**config.mk**
```make
export PLATFORM = sky130hd
export DESIGN_NAME = generic_output_flat
export DESIGN_NICKNAME = d
export VERILOG_FILES = /design/src/rtl/generic_output_pkg.sv /design/src/rtl/generic_output_if.sv /design/src/rtl/generic_output_cycle_timer.sv /design/src/rtl/generic_output.sv /design/src/flat_wrapper.sv
export SDC_FILE = /design/constraint.sdc
export NUM_CORES = 1
export LEC_CHECK = 0
export ABC_AREA = 1
export ABC_CLOCK_PERIOD_IN_PS = 1400
export BUFFER_PORTS_ARGS = -buffer_cell sky130_fd_sc_hd__buf_2
export CAP_MARGIN = 30
export CORE_MARGIN = 5
export CORE_UTILIZATION = 44
export CTS_BUF_LIST = sky130_fd_sc_hd__clkbuf_4 sky130_fd_sc_hd__clkbuf_8
export CTS_CLUSTER_SIZE = 10
export DETAILED_ROUTE_END_ITERATION = 8
export SLEW_MARGIN = 30
export SYNTH_ARGS = -nofsm -noshare
export SYNTH_HDL_FRONTEND = slang
export SYNTH_SLANG_ARGS = --single-unit
```
**constraint.sdc**
```tcl
create_clock -name clk -period 1.4 [get_ports clk]
set_clock_uncertainty 0.15 [all_clocks]
set_input_delay 0.28 -clock clk [delete_from_list [all_inputs] [get_ports clk]]
set_output_delay 0.28 -clock clk [all_outputs]
set_load 0.005 [all_outputs]
```
**src/rtl/generic_output_pkg.sv**
```systemverilog
// Shared constants for the generic_io blocks (generic_output, generic_input):
// FSM state encodings and a small sizing helper.
package generic_output_pkg;

  localparam logic [1:0] GIO_IDLE = 2'd0;
  localparam logic [1:0] GIO_ON   = 2'd1;
  localparam logic [1:0] GIO_OFF  = 2'd2;

  typedef enum logic [1:0] {
    ST_IDLE = GIO_IDLE,
    ST_ON   = GIO_ON,
    ST_OFF  = GIO_OFF
  } gio_state_e;

  function automatic int gio_max(input int a, input int b);
    return (a > b) ? a : b;
  endfunction

endpackage

```
**src/rtl/generic_output_if.sv**
```systemverilog
// Pin-side signal bundle of generic_output: burst/hold requests in, pin drive and busy out.
interface generic_output_if;
  logic named_input;
  logic hold;
  logic named_output;
  logic busy;

  modport master (output named_input, output hold, input named_output, input busy);
  modport slave  (input named_input, input hold, output named_output, output busy);
endinterface

```
**src/rtl/generic_output_cycle_timer.sv**
```systemverilog
// Down-counting phase timer: load sets the count, it decrements to 0 and stops there.
module cycle_timer #(
  parameter int W = 3
) (
  input  logic         clk,
  input  logic         rst_n,
  input  logic         load,
  input  logic [W-1:0] value,
  output logic         done
);

  logic [W-1:0] r_count;

  always_ff @(posedge clk or negedge rst_n) begin
    if (!rst_n) begin
      r_count <= '0;
    end else if (load) begin
      r_count <= value;
    end else if (r_count != '0) begin
      r_count <= r_count - W'(1);
    end
  end

  assign done = (r_count == '0);

endmodule

```
**src/rtl/generic_output.sv**
```systemverilog
// Burst pulse generator: each request yields PULSES on/off pulses on the pin,
// with a one-deep pending request; in idle the pin follows hold.
module generic_output
  import generic_output_pkg::*;
#(
  parameter int ON_CYCLES  = 5,
  parameter int OFF_CYCLES = 5,
  parameter int PULSES     = 2
) (
  input  logic             clk,
  input  logic             rst_n,
  generic_output_if.slave  io
);

  localparam int PH_W = $clog2(gio_max(ON_CYCLES, OFF_CYCLES) + 1);
  localparam int PC_W = $clog2(PULSES + 1);
  localparam logic [PH_W-1:0] ON_LOAD  = PH_W'(ON_CYCLES - 1);
  localparam logic [PH_W-1:0] OFF_LOAD = PH_W'(OFF_CYCLES - 1);

  gio_state_e      r_state;
  gio_state_e      w_next_state;
  logic [PC_W-1:0] r_pulse_cnt;
  logic            r_pending;
  logic            r_named_output;
  logic            r_busy;

  logic            w_timer_load;
  logic [PH_W-1:0] w_timer_value;
  logic            w_timer_done;
  logic            w_last_pulse;
  logic            w_off_end;
  logic            w_burst_end;
  logic            w_start;
  logic            w_restart;
  logic            w_out_nxt;
  logic            w_busy_nxt;

  cycle_timer #(.W(PH_W)) u_timer (
    .clk   (clk),
    .rst_n (rst_n),
    .load  (w_timer_load),
    .value (w_timer_value),
    .done  (w_timer_done)
  );

  assign w_last_pulse = (int'(r_pulse_cnt) + 1 >= PULSES);
  assign w_off_end    = (r_state == ST_OFF) && w_timer_done;
  assign w_burst_end  = w_off_end && w_last_pulse;
  assign w_start      = (r_state == ST_IDLE) && io.named_input;
  // A request landing on the final OFF edge chains straight into the next burst.
  assign w_restart    = w_burst_end && (r_pending || io.named_input);

  always_ff @(posedge clk or negedge rst_n) begin
    if (!rst_n) begin
      r_state <= ST_IDLE;
    end else begin
      r_state <= w_next_state;
    end
  end

  always_comb begin
    w_next_state = r_state;
    case (r_state)
      ST_IDLE: if (io.named_input) w_next_state = ST_ON;
      ST_ON:   if (w_timer_done) w_next_state = ST_OFF;
      ST_OFF: begin
        if (w_timer_done) begin
          if (!w_last_pulse || w_restart) begin
            w_next_state = ST_ON;
          end else begin
            w_next_state = ST_IDLE;
          end
        end
      end
      default: w_next_state = ST_IDLE;
    endcase
  end

  always_comb begin
    w_timer_load  = (w_next_state != r_state) && (w_next_state != ST_IDLE);
    w_timer_value = (w_next_state == ST_ON) ? ON_LOAD : OFF_LOAD;
    w_busy_nxt    = (w_next_state != ST_IDLE);
    w_out_nxt     = io.hold;
    if (w_next_state == ST_ON) begin
      w_out_nxt = 1'b1;
    end else if (w_next_state == ST_OFF) begin
      w_out_nxt = 1'b0;
    end
  end

  always_ff @(posedge clk or negedge rst_n) begin
    if (!rst_n) begin
      r_named_output <= 1'b0;
      r_busy         <= 1'b0;
    end else begin
      r_named_output <= w_out_nxt;
      r_busy         <= w_busy_nxt;
    end
  end

  // Pending is consumed (or a concurrent extra request dropped) at every burst end.
  always_ff @(posedge clk or negedge rst_n) begin
    if (!rst_n) begin
      r_pending <= 1'b0;
    end else if (w_burst_end) begin
      r_pending <= 1'b0;
    end else if ((r_state != ST_IDLE) && io.named_input) begin
      r_pending <= 1'b1;
    end
  end

  always_ff @(posedge clk or negedge rst_n) begin
    if (!rst_n) begin
      r_pulse_cnt <= '0;
    end else if (w_start || w_restart) begin
      r_pulse_cnt <= '0;
    end else if (w_off_end) begin
      r_pulse_cnt <= r_pulse_cnt + PC_W'(1);
    end
  end

  assign io.named_output = r_named_output;
  assign io.busy         = r_busy;

endmodule

```
**src/flat_wrapper.sv**
```systemverilog
// flat-port wrapper written by rule: the top's interface ports become plain ports
module generic_output_flat import generic_output_pkg::*;
#(
  parameter int ON_CYCLES  = 5,
  parameter int OFF_CYCLES = 5,
  parameter int PULSES     = 2
)
  (clk, rst_n, io_named_input, io_hold, io_named_output, io_busy);
  generic_output_if io_i ();
  input  logic clk;
  input  logic rst_n;
  input wire logic [$bits(io_i.named_input)-1:0] io_named_input;
  input wire logic [$bits(io_i.hold)-1:0] io_hold;
  output wire logic [$bits(io_i.named_output)-1:0] io_named_output;
  output wire logic [$bits(io_i.busy)-1:0] io_busy;
  assign io_i.named_input = io_named_input;
  assign io_i.hold = io_hold;
  assign io_named_output = io_i.named_output;
  assign io_busy = io_i.busy;
  generic_output #(.ON_CYCLES(ON_CYCLES), .OFF_CYCLES(OFF_CYCLES), .PULSES(PULSES)) u_core (.clk(clk), .rst_n(rst_n), .io(io_i));
endmodule
```
==> results.md, run 1 <==
Setup path:
- The worst flop-to-flop path endpoint is u_core.io.named_output.
- At the worst endpoint, the arrival time is 1.33 ns.
- Counting cells, the worst reg-to-reg path comes to 7.
- The required time at the endpoint of the critical path is 1.38 ns.
- The element type at the critical path end is a flop.
- The kind of start point of the critical path is a flop.
- The maximum fanout encountered on the critical timing path is 6.
- The minimum setup slack among reg-to-reg paths is 0.06 ns.
- The critical path in this run is classified as flop to flop.
- The launch instance of the worst register-to-register path is u_core.u_timer.r_count[1].

Detailed routing:
- The detailed-route wire length per cell is 9.76 µm.
- The first routing iteration left 3 violations.
- The number of design rule violations left after detail routing is 0.
- The wire length after detailed routing is 956 µm.
- The number of nets with antenna violations after routing is 0.
- In the routed layout, each cell is associated on average with a via count of 4.47.
- The first detailed-routing pass took 5 iterations.
- The routed layout has 438 vias.

Placed design:
- The placer's final routability congestion estimate is 0.823.
- The quantity of I/O buffers inserted on ports is 5.
- Before CTS, the worst setup slack after placement is -0.0389 ns.
- After detailed placement, the design holds a cell count of 94.
- The post-detailed-placement half-perimeter wirelength is 764 µm.

Pwr:
- The total power draw is 1.35 mW.
- Sequential cells account for 34.5% of the total power.
- Power spread over the standard cell area amounts to 1990 nW/µm².
- Combinational cells account for 51.7% of the total power.
- The switching power of the nets is 0.569 mW.
- In this run the static leakage power is 0.347 nW.
- Internal power comes to 0.782 mW.
- The worst-case IR drop observed on VDD is 1.07 mV.
- The clock network fraction of total power is 13.8%.
- Net switching is 42.1% of the power.

Final layout:
- In the final layout, the multi-input gates occupy 283 µm².
- The layout has 120 filler cells.
- The area overhead of the layout relative to synthesis is 17.5%.
- The register area is 250 µm².
- The number of nets in the layout is 92.
- The antenna diode count is 0.
- The final instance count without filler cells is 98.
- The end-of-flow core utilization is 53.6%.
- The share of post-route cells with drive strength above 1 is 28.9%.

GRT:
- Global routing used 12.4% of the available tracks across all layers.
- The first-pass GRT wire length is 1800 µm.
- The pin count of the biggest net entering global routing is 11.
- The number of antenna violations at the first check in global routing is 0.
- After global routing the overflow that remains totals 0.
- The via count of the first global-routing pass is 439.

STA:
- Setup repair after global routing could not meet its margin everywhere.
- The worst path meets setup with 0.0558 ns of slack.
- Setup violations remaining at the end of the flow were counted as 0.
- Measured against its own limit, the worst slew margin works out to 84.7%.
- The count of final hold-check violations is 0.
- The transition time at the pin with the least slew margin is 0.230 ns.
- Derived from the worst setup path, the maximum achievable clock frequency is 744 MHz.
- Subtracting the final worst setup slack from the clock period gives 1.34 ns.
- The share of the clock period used by the worst path after layout is 96.0%.
- The final max-slew violation count was 0.

Clock network:
- The clock transition at the registers of the reported paths is 0.06 ns.
- The clock passes through at most 2 buffers.
- Buffers inserted during clock tree synthesis total 3.
- The root buffer selected by CTS is sky130_fd_sc_hd__clkbuf_4.
- CTS built an H-tree with a depth of 1.
- The clock drives 10 sinks.
- The clock tree from TritonCTS is built.
- The clock network latency to the later pin of the worst-skew pair is 0.26 ns.

Logic synthesis:
- The number of warning messages in the yosys log is 0.
- The total nets after synthesis is 80.
- The average instance area after synthesis is 7.92 µm².
- The cell type with the largest total area after synthesis is sky130_fd_sc_hd__dfrtp_1.
- In this run the cell area of the synthesized design comes to 578 µm².
- By area the synthesized netlist is led by sky130_fd_sc_hd__dfrtp_1 43%, sky130_fd_sc_hd__nand2_1 10%, sky130_fd_sc_hd__inv_1 9.1%.
- After synthesis, the largest area contributor takes up 43.3% of total cell area.
- The number of synthesized register bits is 10.
- The share of the Yosys chip area taken by registers is 43.3%.
- Counting distinct cell types in the post-synthesis netlist gives 15.
- Synthesis produced a netlist whose cell count is 73.

Hold path:
- Counting instances, the worst hold path has a depth of 3.
- For hold timing, the worst endpoint is u_core.io.named_output.
- The worst hold path belongs to the class input port to flop.
- The worst min-delay path startpoint is io_hold.

Floorplanning:
- After floorplanning, the core was divided into 13 placement rows.
- The boundary pin count is 6.
- In this run the standard cell core region covers 1270 µm².
- The die area is 2140 µm².
- The floorplan die height is 46.2 µm.
- The starting density of the core is 45.6%.
- The horizontal die dimension is 46.2 µm.

Run:
- The number of max-cap violations is 0.

Status:
- The flow ran to the end, and the final reports show no timing, DRC or antenna violations.
==> layout by cell type (no fill, tap or decap) <==
cell                            netlist  layout
sky130_fd_sc_hd__nor2_1              11      11
sky130_fd_sc_hd__inv_4                0       1
sky130_fd_sc_hd__dfrtp_1             10      10
sky130_fd_sc_hd__xor2_1               1       1
sky130_fd_sc_hd__buf_4                0       1
sky130_fd_sc_hd__inv_1               14      11
sky130_fd_sc_hd__nand3_1              6       6
sky130_fd_sc_hd__ha_4                 0       1
sky130_fd_sc_hd__ha_1                 3       2
sky130_fd_sc_hd__clkbuf_4             0       3
sky130_fd_sc_hd__nand2_4              1       1
sky130_fd_sc_hd__nor2_4               2       2
sky130_fd_sc_hd__nand2_1             16      15
sky130_fd_sc_hd__inv_2                2       4
sky130_fd_sc_hd__nand3_2              1       1
sky130_fd_sc_hd__o22ai_1              1       1
sky130_fd_sc_hd__a21oi_4              1       1
sky130_fd_sc_hd__nand2_2              3       4
sky130_fd_sc_hd__buf_2                0       5
sky130_fd_sc_hd__o21ai_0              1       1
sky130_fd_sc_hd__dlygate4sd3_1        0       1
==> stage by stage <==
| step | setup TNS, ns | instance area (µm²) | hold WS (ns) |
|---|---|---|---|
| 3_3_place_gp | -0.0942 | 629 | 0.000261 |
| 5_1_grt | -0.149 | 679 | 0.123 |
| 2_1_floorplan | 0 | 578 | -0.166 |
| 6_report | 0 | 679 | 0.123 |
| 4_1_cts | 0 | 674 | 0.117 |
| 3_5_place_dp | -0.169 | 629 | 0.00372 |
==> final cells by class <==
class	count	share of cell area, %
clock buffers	3	3.31
inverters	16	9.21
repair buffers	7	6.26
well taps	15	2.76
multi-input cells	47	41.6
flip-flops and latches	10	36.8
==> cell families after synthesis <==
group	Yosys count	synth area share, %
xor+xnor	1	1.52
compound gates	3	4.76
buf+inv	16	10.4
simple gates	40	33.6
flops	10	43.3
fa+ha+maj	3	6.49
==> timing repair <==
item,CTS,global route
hold endpoints to repair,10,0
endpoints found under the setup margin,7,9
hold buffers,1,0
resized for setup,4,3
gates cloned,0,0
buffers inserted,0,0
pin swaps,2,5
==> power groups by stage <==
stage          combinational (mW)  sequential (mW)  clock, mW
3_3_place_gp                0.650            0.466          0
2_1_floorplan               0.493            0.467          0
3_5_place_dp                0.657            0.467          0
4_1_cts                     0.706            0.466      0.199
5_1_grt                     0.805            0.477      0.213
6_report                    0.699            0.466      0.187
==> synthesized netlist by cell type <==
library cell              instances
sky130_fd_sc_hd__a21oi_4          1
sky130_fd_sc_hd__dfrtp_1         10
sky130_fd_sc_hd__ha_1             3
sky130_fd_sc_hd__inv_1           14
sky130_fd_sc_hd__inv_2            2
sky130_fd_sc_hd__nand2_1         16
sky130_fd_sc_hd__nand2_2          3
sky130_fd_sc_hd__nand2_4          1
sky130_fd_sc_hd__nand3_1          6
sky130_fd_sc_hd__nand3_2          1
sky130_fd_sc_hd__nor2_1          11
sky130_fd_sc_hd__nor2_4           2
sky130_fd_sc_hd__o21ai_0          1
sky130_fd_sc_hd__o22ai_1          1
sky130_fd_sc_hd__xor2_1           1
==> critical path: stages (launching register included) <==
cell                      delay (ns)
sky130_fd_sc_hd__dfrtp_1        0.38
sky130_fd_sc_hd__inv_2          0.08
sky130_fd_sc_hd__ha_4           0.16
sky130_fd_sc_hd__inv_4          0.04
sky130_fd_sc_hd__nor2_4         0.16
sky130_fd_sc_hd__nand2_2        0.11
sky130_fd_sc_hd__nand3_1        0.08
sky130_fd_sc_hd__nand3_1        0.07
==> registers in the layout, summed over array words and instances (netlist names) <==
register	cells
u_core.r_pulse_cnt	2
u_core.r_pending	1
u_core.io.busy	1
u_core.r_state	2
u_core.io.named_output	1
u_core.u_timer.r_count	3
==> worst max path at each step <==
stage	start	end	slack [ns]	cells past startpoint
floorplan	u_core.u_timer.r_count[0]	u_core.io.named_output	0.05	7
detailed placement	u_core.u_timer.r_count[1]	u_core.u_timer.r_count[1]	-0.04	7
global route	u_core.u_timer.r_count[1]	u_core.r_pulse_cnt[0]	-0.03	8
finish	u_core.u_timer.r_count[1]	u_core.io.named_output	0.06	7
CTS	u_core.u_timer.r_count[1]	u_core.io.named_output	0.01	7
global placement	u_core.u_timer.r_count[1]	u_core.io.named_output	-0.04	7
==> per-layer routing <==
layer | track usage (%) | share of wire, % | up-vias
li1 | - | - | 239
met1 | 13.7 | 45 | 193
met2 | 21.2 | 52 | 4
met3 | 3.52 | 2.0 | 2
met4 | 6.82 | 1.0 | 0
met5 | 0 | 0 | -
Power figures use the tool's default switching activity.
==> run 2, diff against run 1 <==
--- a/config.mk
+++ b/config.mk
@@ -11,7 +11,7 @@
 export CAP_MARGIN = 30
 export CORE_MARGIN = 5
 export CORE_UTILIZATION = 44
-export CTS_BUF_LIST = sky130_fd_sc_hd__clkbuf_4 sky130_fd_sc_hd__clkbuf_8
+export CTS_BUF_LIST = sky130_fd_sc_hd__clkbuf_8
 export CTS_CLUSTER_SIZE = 10
 export DETAILED_ROUTE_END_ITERATION = 8
 export SLEW_MARGIN = 30
==> run 2 against run 1 <==
Effect of this change: first-iteration DRC count decreased by 33%; fmax increased by 0.39%; via count unchanged; flip-flop and latch count unchanged; cell count unchanged; power increased by 6.7%; sequential power about the same; register-to-register slack about the same; combinational power decreased by 2%; setup slack improved by 0.0052 ns; sequential share of layout area decreased by 0.86 points; largest cell class unchanged; highest routed layer unchanged.
==> results.md, run 2 (synthesis results as in run 1) <==
Setup path:
- The launch instance of the worst register-to-register path was u_core.u_timer.r_count[1] (unchanged).
- The data arrival time of the critical path is 1.30 ns (was 1.33 ns).
- The critical path class is flop to flop (unchanged).
- The kind of start point of the critical path is a flop (unchanged).
- The termination of the worst setup path is u_core.io.named_output (unchanged).
- The element type at the critical path end is a flop (unchanged).
- The minimum setup slack among reg-to-reg paths is 0.06 ns (about the same).
- The required time at the endpoint of the critical path is 1.36 ns (was 1.38 ns).
- The worst flop-to-flop path endpoint is u_core.io.named_output (unchanged).
- The maximum fanout encountered on the critical timing path is 6 (unchanged).
- The critical path launch point was u_core.u_timer.r_count[1] (unchanged).
- The number of cells traversed by the worst register-to-register path came to 7 (unchanged).

Final layout:
- The count of fill cells added during filler insertion is 117 (was 120).
- Registers with the most flip-flops: u_core.u_timer.r_count x3, u_core.r_pulse_cnt x2, u_core.r_state x2 (unchanged).
- The end-of-flow core utilization is 54.8% (was 53.6%).
- The most common cell after layout, fill and taps aside is sky130_fd_sc_hd__nand2_1 (unchanged).
- The share of post-route cells with drive strength above 1 was 28.9% (unchanged).
- Commonest cells after routing, fill and taps aside: 15 x sky130_fd_sc_hd__nand2_1, 11 x sky130_fd_sc_hd__inv_1, 11 x sky130_fd_sc_hd__nor2_1, 10 x sky130_fd_sc_hd__dfrtp_1, 6 x sky130_fd_sc_hd__nand3_1 (unchanged).
- The number of flip-flops under the largest register name is 3 (unchanged).
- The antenna diode count is 0 (unchanged).
- The number of nets in the layout was 92 (unchanged).
- The final design instance area without fill was 696 µm² (was 679 µm²).
- The largest register by flop count is u_core.u_timer.r_count (unchanged).
- The area overhead of the layout relative to synthesis is 20.3% (was 17.5%).

Clock network:
- The deepest level of the CTS H-tree is 1 (unchanged).
- The sink count of the clock tree is 10 (unchanged).
- The clock transition at the registers of the reported paths is 0.05 ns (was 0.06 ns).
- The root buffer selected by CTS is sky130_fd_sc_hd__clkbuf_8 (was sky130_fd_sc_hd__clkbuf_4).
- The maximum buffer depth of the clock tree is 2 (unchanged).
- The clock network latency to the later pin of the worst-skew pair was 0.23 ns (was 0.26 ns).
- The number of clock buffers inserted by TritonCTS is 3 (unchanged).
- The clock tree from TritonCTS is built (unchanged).

STA:
- The count of final hold-check violations is 0 (unchanged).
- The tightest slew margin relative to the limit is 84.5% (was 84.7%).
- The fmax is 747 MHz (was 744 MHz).
- The final critical-path required period is 1.34 ns (about the same).
- The final max-slew violation count is 0 (unchanged).
- The transition time at the pin with the least slew margin came to 0.232 ns (was 0.230 ns).
- Unrepaired setup endpoints after global routing: yes (unchanged).
- The share of the clock period used by the worst path after layout is 95.6% (was 96.0%).
- The number of endpoints failing setup at the final stage is 0 (unchanged).

GRT:
- The via count of the first global-routing pass is 435 (was 439).
- The first-pass GRT wire length was 1820 µm (was 1800 µm).
- The global router's overall resource usage was 13.1% (was 12.4%).
- The final global-route overflow total came to 0 (unchanged).
- The pin count of the biggest net entering global routing is 11 (unchanged).
- The number of antenna violations at the first check in global routing is 0 (unchanged).

Detailed routing:
- The via density per instance came to 4.47 (unchanged).
- The detailed-route wire length per cell is 10.1 µm (was 9.76 µm).
- The number of violations reported at the end of detailed-routing iteration 0 is 2 (was 3).
- The number of design rule violations left after detail routing is 0 (unchanged).
- The total via count in the routed design is 438 (unchanged).
- The wire length after detailed routing came to 986 µm (was 956 µm).
- The number of iterations in the first detailed-routing pass was 5 (unchanged).
- The number of nets with antenna violations after routing is 0 (unchanged).

Floorplanning:
- The floorplan core area is 1270 µm² (unchanged).
- The die area came to 2140 µm² (unchanged).
- The number of placement rows is 13 (unchanged).
- The floorplan die height is 46.2 µm (unchanged).
- The starting density of the core came to 45.6% (unchanged).
- The boundary pin count is 6 (unchanged).
- The horizontal die dimension is 46.2 µm (unchanged).

Placed design:
- The placer's final routability congestion estimate came to 0.823 (unchanged).
- The quantity of I/O buffers inserted on ports came to 5 (unchanged).
- The placed cell area is 629 µm² (unchanged).
- The post-detailed-placement half-perimeter wirelength came to 764 µm (unchanged).

Run:
- The number of max-cap violations is 0 (unchanged).

Hold path:
- The path category of the worst min-delay check is input port to flop (unchanged).

Pwr:
- The peak supply drop was 1.32 mV (was 1.07 mV).
- The power density over the cells is 2070 nW/µm² (was 1990 nW/µm²).
- The total power draw is 1.44 mW (was 1.35 mW).
- The reported leakage power is 0.354 nW (was 0.347 nW).

Status:
- Outcome: complete, no violations (unchanged).
==> run 2: cell counts in the layout (fill, tap and decap cells not counted) <==
No cell type changed its count.
==> run 2: how the worst min path moves through the flow <==
stage	end	startpoint	slack (ns)	cells after the start
after floorplan	u_core.io.busy	rst_n	-0.17	0
after global placement	u_core.io.busy	rst_n	0.0003	1
after detailed placement	u_core.io.named_output	rst_n	0.004	1
after CTS	u_core.io.named_output	io_hold	0.15	3
after global routing	u_core.io.named_output	io_hold	0.16	3
final	u_core.io.named_output	io_hold	0.15	3
==> run 2: layout make-up <==
cell class              instances  area, µm²  share of cell area [%]
repair buffers                  7       42.5                    6.12
multi-input cells              47        283                    40.6
flip-flops and latches         10        250                    36.0
well taps                      15       18.8                    2.70
inverters                      16       60.1                    8.63
clock buffers                   3       41.3                    5.94
==> run 2: metrics by stage <==
| step | setup WS [ns] | TNS [ns] | hold WS [ns] | std cells |
|---|---|---|---|---|
| floorplan | 0.0546 | 0 | -0.166 | 73 |
| CTS | 0.0162 | 0 | 0.148 | 98 |
| global placement | -0.0379 | -0.0942 | 0.000261 | 94 |
| finish | 0.0610 | 0 | 0.150 | 98 |
| detailed placement | -0.0389 | -0.169 | 0.00372 | 94 |
| global route | -0.0398 | -0.187 | 0.156 | 98 |
==> run 2: what timing repair did <==
| action | 4_1_cts | 5_1_grt |
|---|---|---|
| hold buffers | 1 | 0 |
| buffers inserted | 0 | 0 |
| pin swaps | 2 | 3 |
| resized for setup | 4 | 2 |
| endpoints found under the setup margin | 7 | 9 |
| hold endpoints to repair | 10 | 0 |
==> run 2: report_power, final <==
part	switching, mW	leakage, nW	internal [mW]
clock	0.0995	0.0216	0.187
sequential	0.0647	0.119	0.402
combinational	0.411	0.214	0.277
total	0.575	0.354	0.867
==> run 2: metal layers <==
metal / routed length (µm) / vias to the layer above / global-route usage (%)
li1: - / 239 / -
met1: 427 / 190 / 13.9
met2: 502 / 5 / 21.4
met3: 22 / 4 / 4.69
met4: 34 / 0 / 8.52
met5: 0 / - / 0
==> run 2: critical path, cell delays in order (launching register included) <==
cell and delay, ns:
sky130_fd_sc_hd__dfrtp_1 0.38, sky130_fd_sc_hd__inv_2 0.08, sky130_fd_sc_hd__ha_4 0.15, sky130_fd_sc_hd__inv_2 0.04, sky130_fd_sc_hd__nor2_4 0.16, sky130_fd_sc_hd__nand2_2 0.11, sky130_fd_sc_hd__nand3_1 0.08, sky130_fd_sc_hd__nand3_1 0.07
==> run 3, diff against run 2 <==
--- a/config.mk
+++ b/config.mk
@@ -14,6 +14,8 @@
 export CTS_BUF_LIST = sky130_fd_sc_hd__clkbuf_8
 export CTS_CLUSTER_SIZE = 10
 export DETAILED_ROUTE_END_ITERATION = 8
+export MAX_ROUTING_LAYER = met4
+export REMOVE_ABC_BUFFERS = 1
 export SLEW_MARGIN = 30
 export SYNTH_ARGS = -nofsm -noshare
 export SYNTH_HDL_FRONTEND = slang
==> run 3 against run 2 <==
Effect of this change: die area is the same; flip-flop and latch count is the same; power grew 0.62%; via count grew 1.8%; non-clock buffer count is the same; critical endpoint is now u_core.u_timer.r_count[1]; largest cell class unchanged; worst hold slack is essentially flat; sequential power is essentially flat; sequential share of layout area shrank 0.13 points; fmax shrank 0.93%; setup slack lost 0.013 ns.
==> results.md, run 3 (synthesis results as in run 1) <==
Floorplanning:
- The boundary pin count came to 6 (unchanged).
- The floorplan die height came to 46.2 µm (unchanged).
- The number of placement rows was 13 (unchanged).
- The starting density of the core is 45.6% (unchanged).
- The die area is 2140 µm² (unchanged).
- The horizontal die dimension is 46.2 µm (unchanged).
- The floorplan core area is 1270 µm² (unchanged).

Detailed routing:
- The number of violations reported at the end of detailed-routing iteration 0 is 7 (was 2).
- The via density per instance is 4.55 (was 4.47).
- The wire length after detailed routing is 986 µm (unchanged).
- The total via count in the routed design is 446 (was 438).
- The number of nets with antenna violations after routing is 0 (unchanged).
- The number of iterations in the first detailed-routing pass is 4 (was 5).
- The detailed-route wire length per cell came to 10.1 µm (unchanged).
- The number of design rule violations left after detail routing came to 0 (unchanged).

Placed design:
- The placer's final routability congestion estimate is 0.835 (was 0.823).
- The post-detailed-placement half-perimeter wirelength is 764 µm (unchanged).
- The worst setup slack before clock tree synthesis is -0.0389 ns (unchanged).
- The quantity of I/O buffers inserted on ports was 5 (unchanged).
- The placed cell area is 629 µm² (unchanged).

Final layout:
- The final design instance area without fill is 698 µm² (was 696 µm²).
- The most common cell after layout, fill and taps aside is sky130_fd_sc_hd__nand2_1 (unchanged).
- The share of post-route cells with drive strength above 1 came to 28.9% (unchanged).
- Registers with the most flip-flops: u_core.u_timer.r_count x3, u_core.r_pulse_cnt x2, u_core.r_state x2 (unchanged).
- The number of nets in the layout was 92 (unchanged).
- Commonest cells after routing, fill and taps aside: 15 x sky130_fd_sc_hd__nand2_1, 11 x sky130_fd_sc_hd__inv_1, 11 x sky130_fd_sc_hd__nor2_1, 10 x sky130_fd_sc_hd__dfrtp_1, 6 x sky130_fd_sc_hd__nand3_1 (unchanged).
- The antenna diode count is 0 (unchanged).
- The area overhead of the layout relative to synthesis came to 20.8% (was 20.3%).
- The end-of-flow core utilization was 55.0% (was 54.8%).
- The number of flip-flops under the largest register name came to 3 (unchanged).
- The largest register by flop count is u_core.u_timer.r_count (unchanged).

Pwr:
- The reported leakage power is 0.355 nW (was 0.354 nW).
- The peak supply drop was 1.31 mV (was 1.32 mV).
- The power density over the cells was 2080 nW/µm² (was 2070 nW/µm²).

GRT:
- The global router's overall resource usage is 13.5% (was 13.1%).
- The pin count of the biggest net entering global routing is 11 (unchanged).
- The first-pass GRT wire length is 1840 µm (was 1820 µm).
- The number of antenna violations at the first check in global routing is 0 (unchanged).
- The final global-route overflow total is 0 (unchanged).
- The via count of the first global-routing pass is 430 (was 435).

STA:
- The count of final hold-check violations is 0 (unchanged).
- The number of endpoints failing setup at the final stage is 0 (unchanged).
- The fmax is 740 MHz (was 747 MHz).
- The tightest slew margin relative to the limit is 84.5% (about the same).
- The transition time at the pin with the least slew margin is 0.232 ns (about the same).
- The final max-slew violation count came to 0 (unchanged).
- The final total negative setup slack was 0 ns (unchanged).
- The worst hold slack is 0.150 ns (about the same).
- Unrepaired setup endpoints after global routing: yes (unchanged).
- The final critical-path required period is 1.35 ns (was 1.34 ns).
- The share of the clock period used by the worst path after layout is 96.5% (was 95.6%).
- The least setup slack across all paths after layout is 0.0484 ns (was 0.0610 ns).

Clock network:
- The maximum buffer depth of the clock tree was 2 (unchanged).
- The clock tree from TritonCTS is built (unchanged).
- The count of buffers added by post-CTS timing repair for setup came to 0 (unchanged).
- The clock transition at the registers of the reported paths is 0.04 ns (was 0.05 ns).
- The clock network latency to the later pin of the worst-skew pair was 0.23 ns (about the same).
- The number of clock buffers inserted by TritonCTS was 3 (unchanged).
- The root buffer selected by CTS is sky130_fd_sc_hd__clkbuf_8 (unchanged).
- The deepest level of the CTS H-tree is 1 (unchanged).
- The sink count of the clock tree was 10 (unchanged).

Hold path:
- The path category of the worst min-delay check was input port to flop (unchanged).
- The worst min-delay path startpoint is io_hold (unchanged).

Setup path:
- The maximum fanout encountered on the critical timing path is 6 (unchanged).
- The kind of start point of the critical path was a flop (unchanged).
- The element type at the critical path end is a flop (unchanged).
- The required time at the endpoint of the critical path is 1.37 ns (was 1.36 ns).
- The data arrival time of the critical path is 1.32 ns (was 1.30 ns).
- The critical path class is flop to flop (unchanged).
- The cell at the slowest stage of the critical path is sky130_fd_sc_hd__dfrtp_1 (unchanged).
- Cell-by-cell listing of the critical path: inv_2 -> ha_4 -> inv_4 -> nor2_4 -> nand2_2 -> nand3_1 -> nor2_1 (was inv_2 -> ha_4 -> inv_2 -> nor2_4 -> nand2_2 -> nand3_1 -> nand3_1).
- The maximum single-stage delay on the critical path is 0.38 ns (about the same).
- The critical path launch point was u_core.u_timer.r_count[1] (unchanged).
- The launch instance of the worst register-to-register path is u_core.u_timer.r_count[1] (unchanged).

Status:
- Outcome: complete, no violations (unchanged).

Run:
- The number of max-cap violations came to 0 (unchanged).
## run 3: where the power goes
group / internal [mW] / switching [mW] / leakage [nW]
clock network: 0.187 / 0.100 / 0.0216
registers: 0.402 / 0.0646 / 0.119
logic: 0.281 / 0.415 / 0.215
## run 3: cell type report
cell class / count / area (µm²)
multi-input cells: 47 / 283
fillers: 116 / 571
repair buffers: 7 / 42.5
flip-flops and latches: 10 / 250
inverters: 16 / 62.6
clock buffers: 3 / 41.3
well taps: 15 / 18.8
## run 3: layer usage
layer	GRT usage, %	vias up	share of wire, %
met5	-	-	0
met1	14.4	196	42
met3	4.69	4	2.6
li1	-	239	-
met4	8.52	0	3.3
met2	21.2	7	51
## run 3: repair_timing
item | in CTS | in global routing
pin swaps | 2 | 7
gates resized for setup | 4 | 3
hold endpoints to repair | 10 | 0
hold buffers | 1 | 0
endpoints found under the setup margin | 7 | 9
## run 3: per-stage QoR
step | power [mW] | instances
detailed placement | 1.12 | 94
global route | 1.60 | 98
CTS | 1.47 | 98
finish | 1.45 | 98
floorplan | 0.960 | 73
global placement | 1.12 | 94
## run 3: critical path: cells and delay by family, from the launching register on
kind,cells,cell delay (ns)
simple gates,4,0.44
flops,1,0.38
fa+ha+maj,1,0.16
buf+inv,2,0.12
## run 3: path summary, 6_finish.rpt
| check | to | slack, ns | cells past startpoint |
|---|---|---|---|
| worst max-delay path | u_core.u_timer.r_count[1] | 0.05 | 7 |
| worst min-delay path | u_core.io.named_output | 0.15 | 3 |
| worst min register to register | u_core.r_pulse_cnt[0] | 0.37 | 3 |
| min in group asynchronous | u_core.io.busy | 0.29 | 2 |
| worst max register to register | u_core.u_timer.r_count[1] | 0.05 | 7 |
| max in group asynchronous | u_core.u_timer.r_count[1] | 0.62 | 2 |
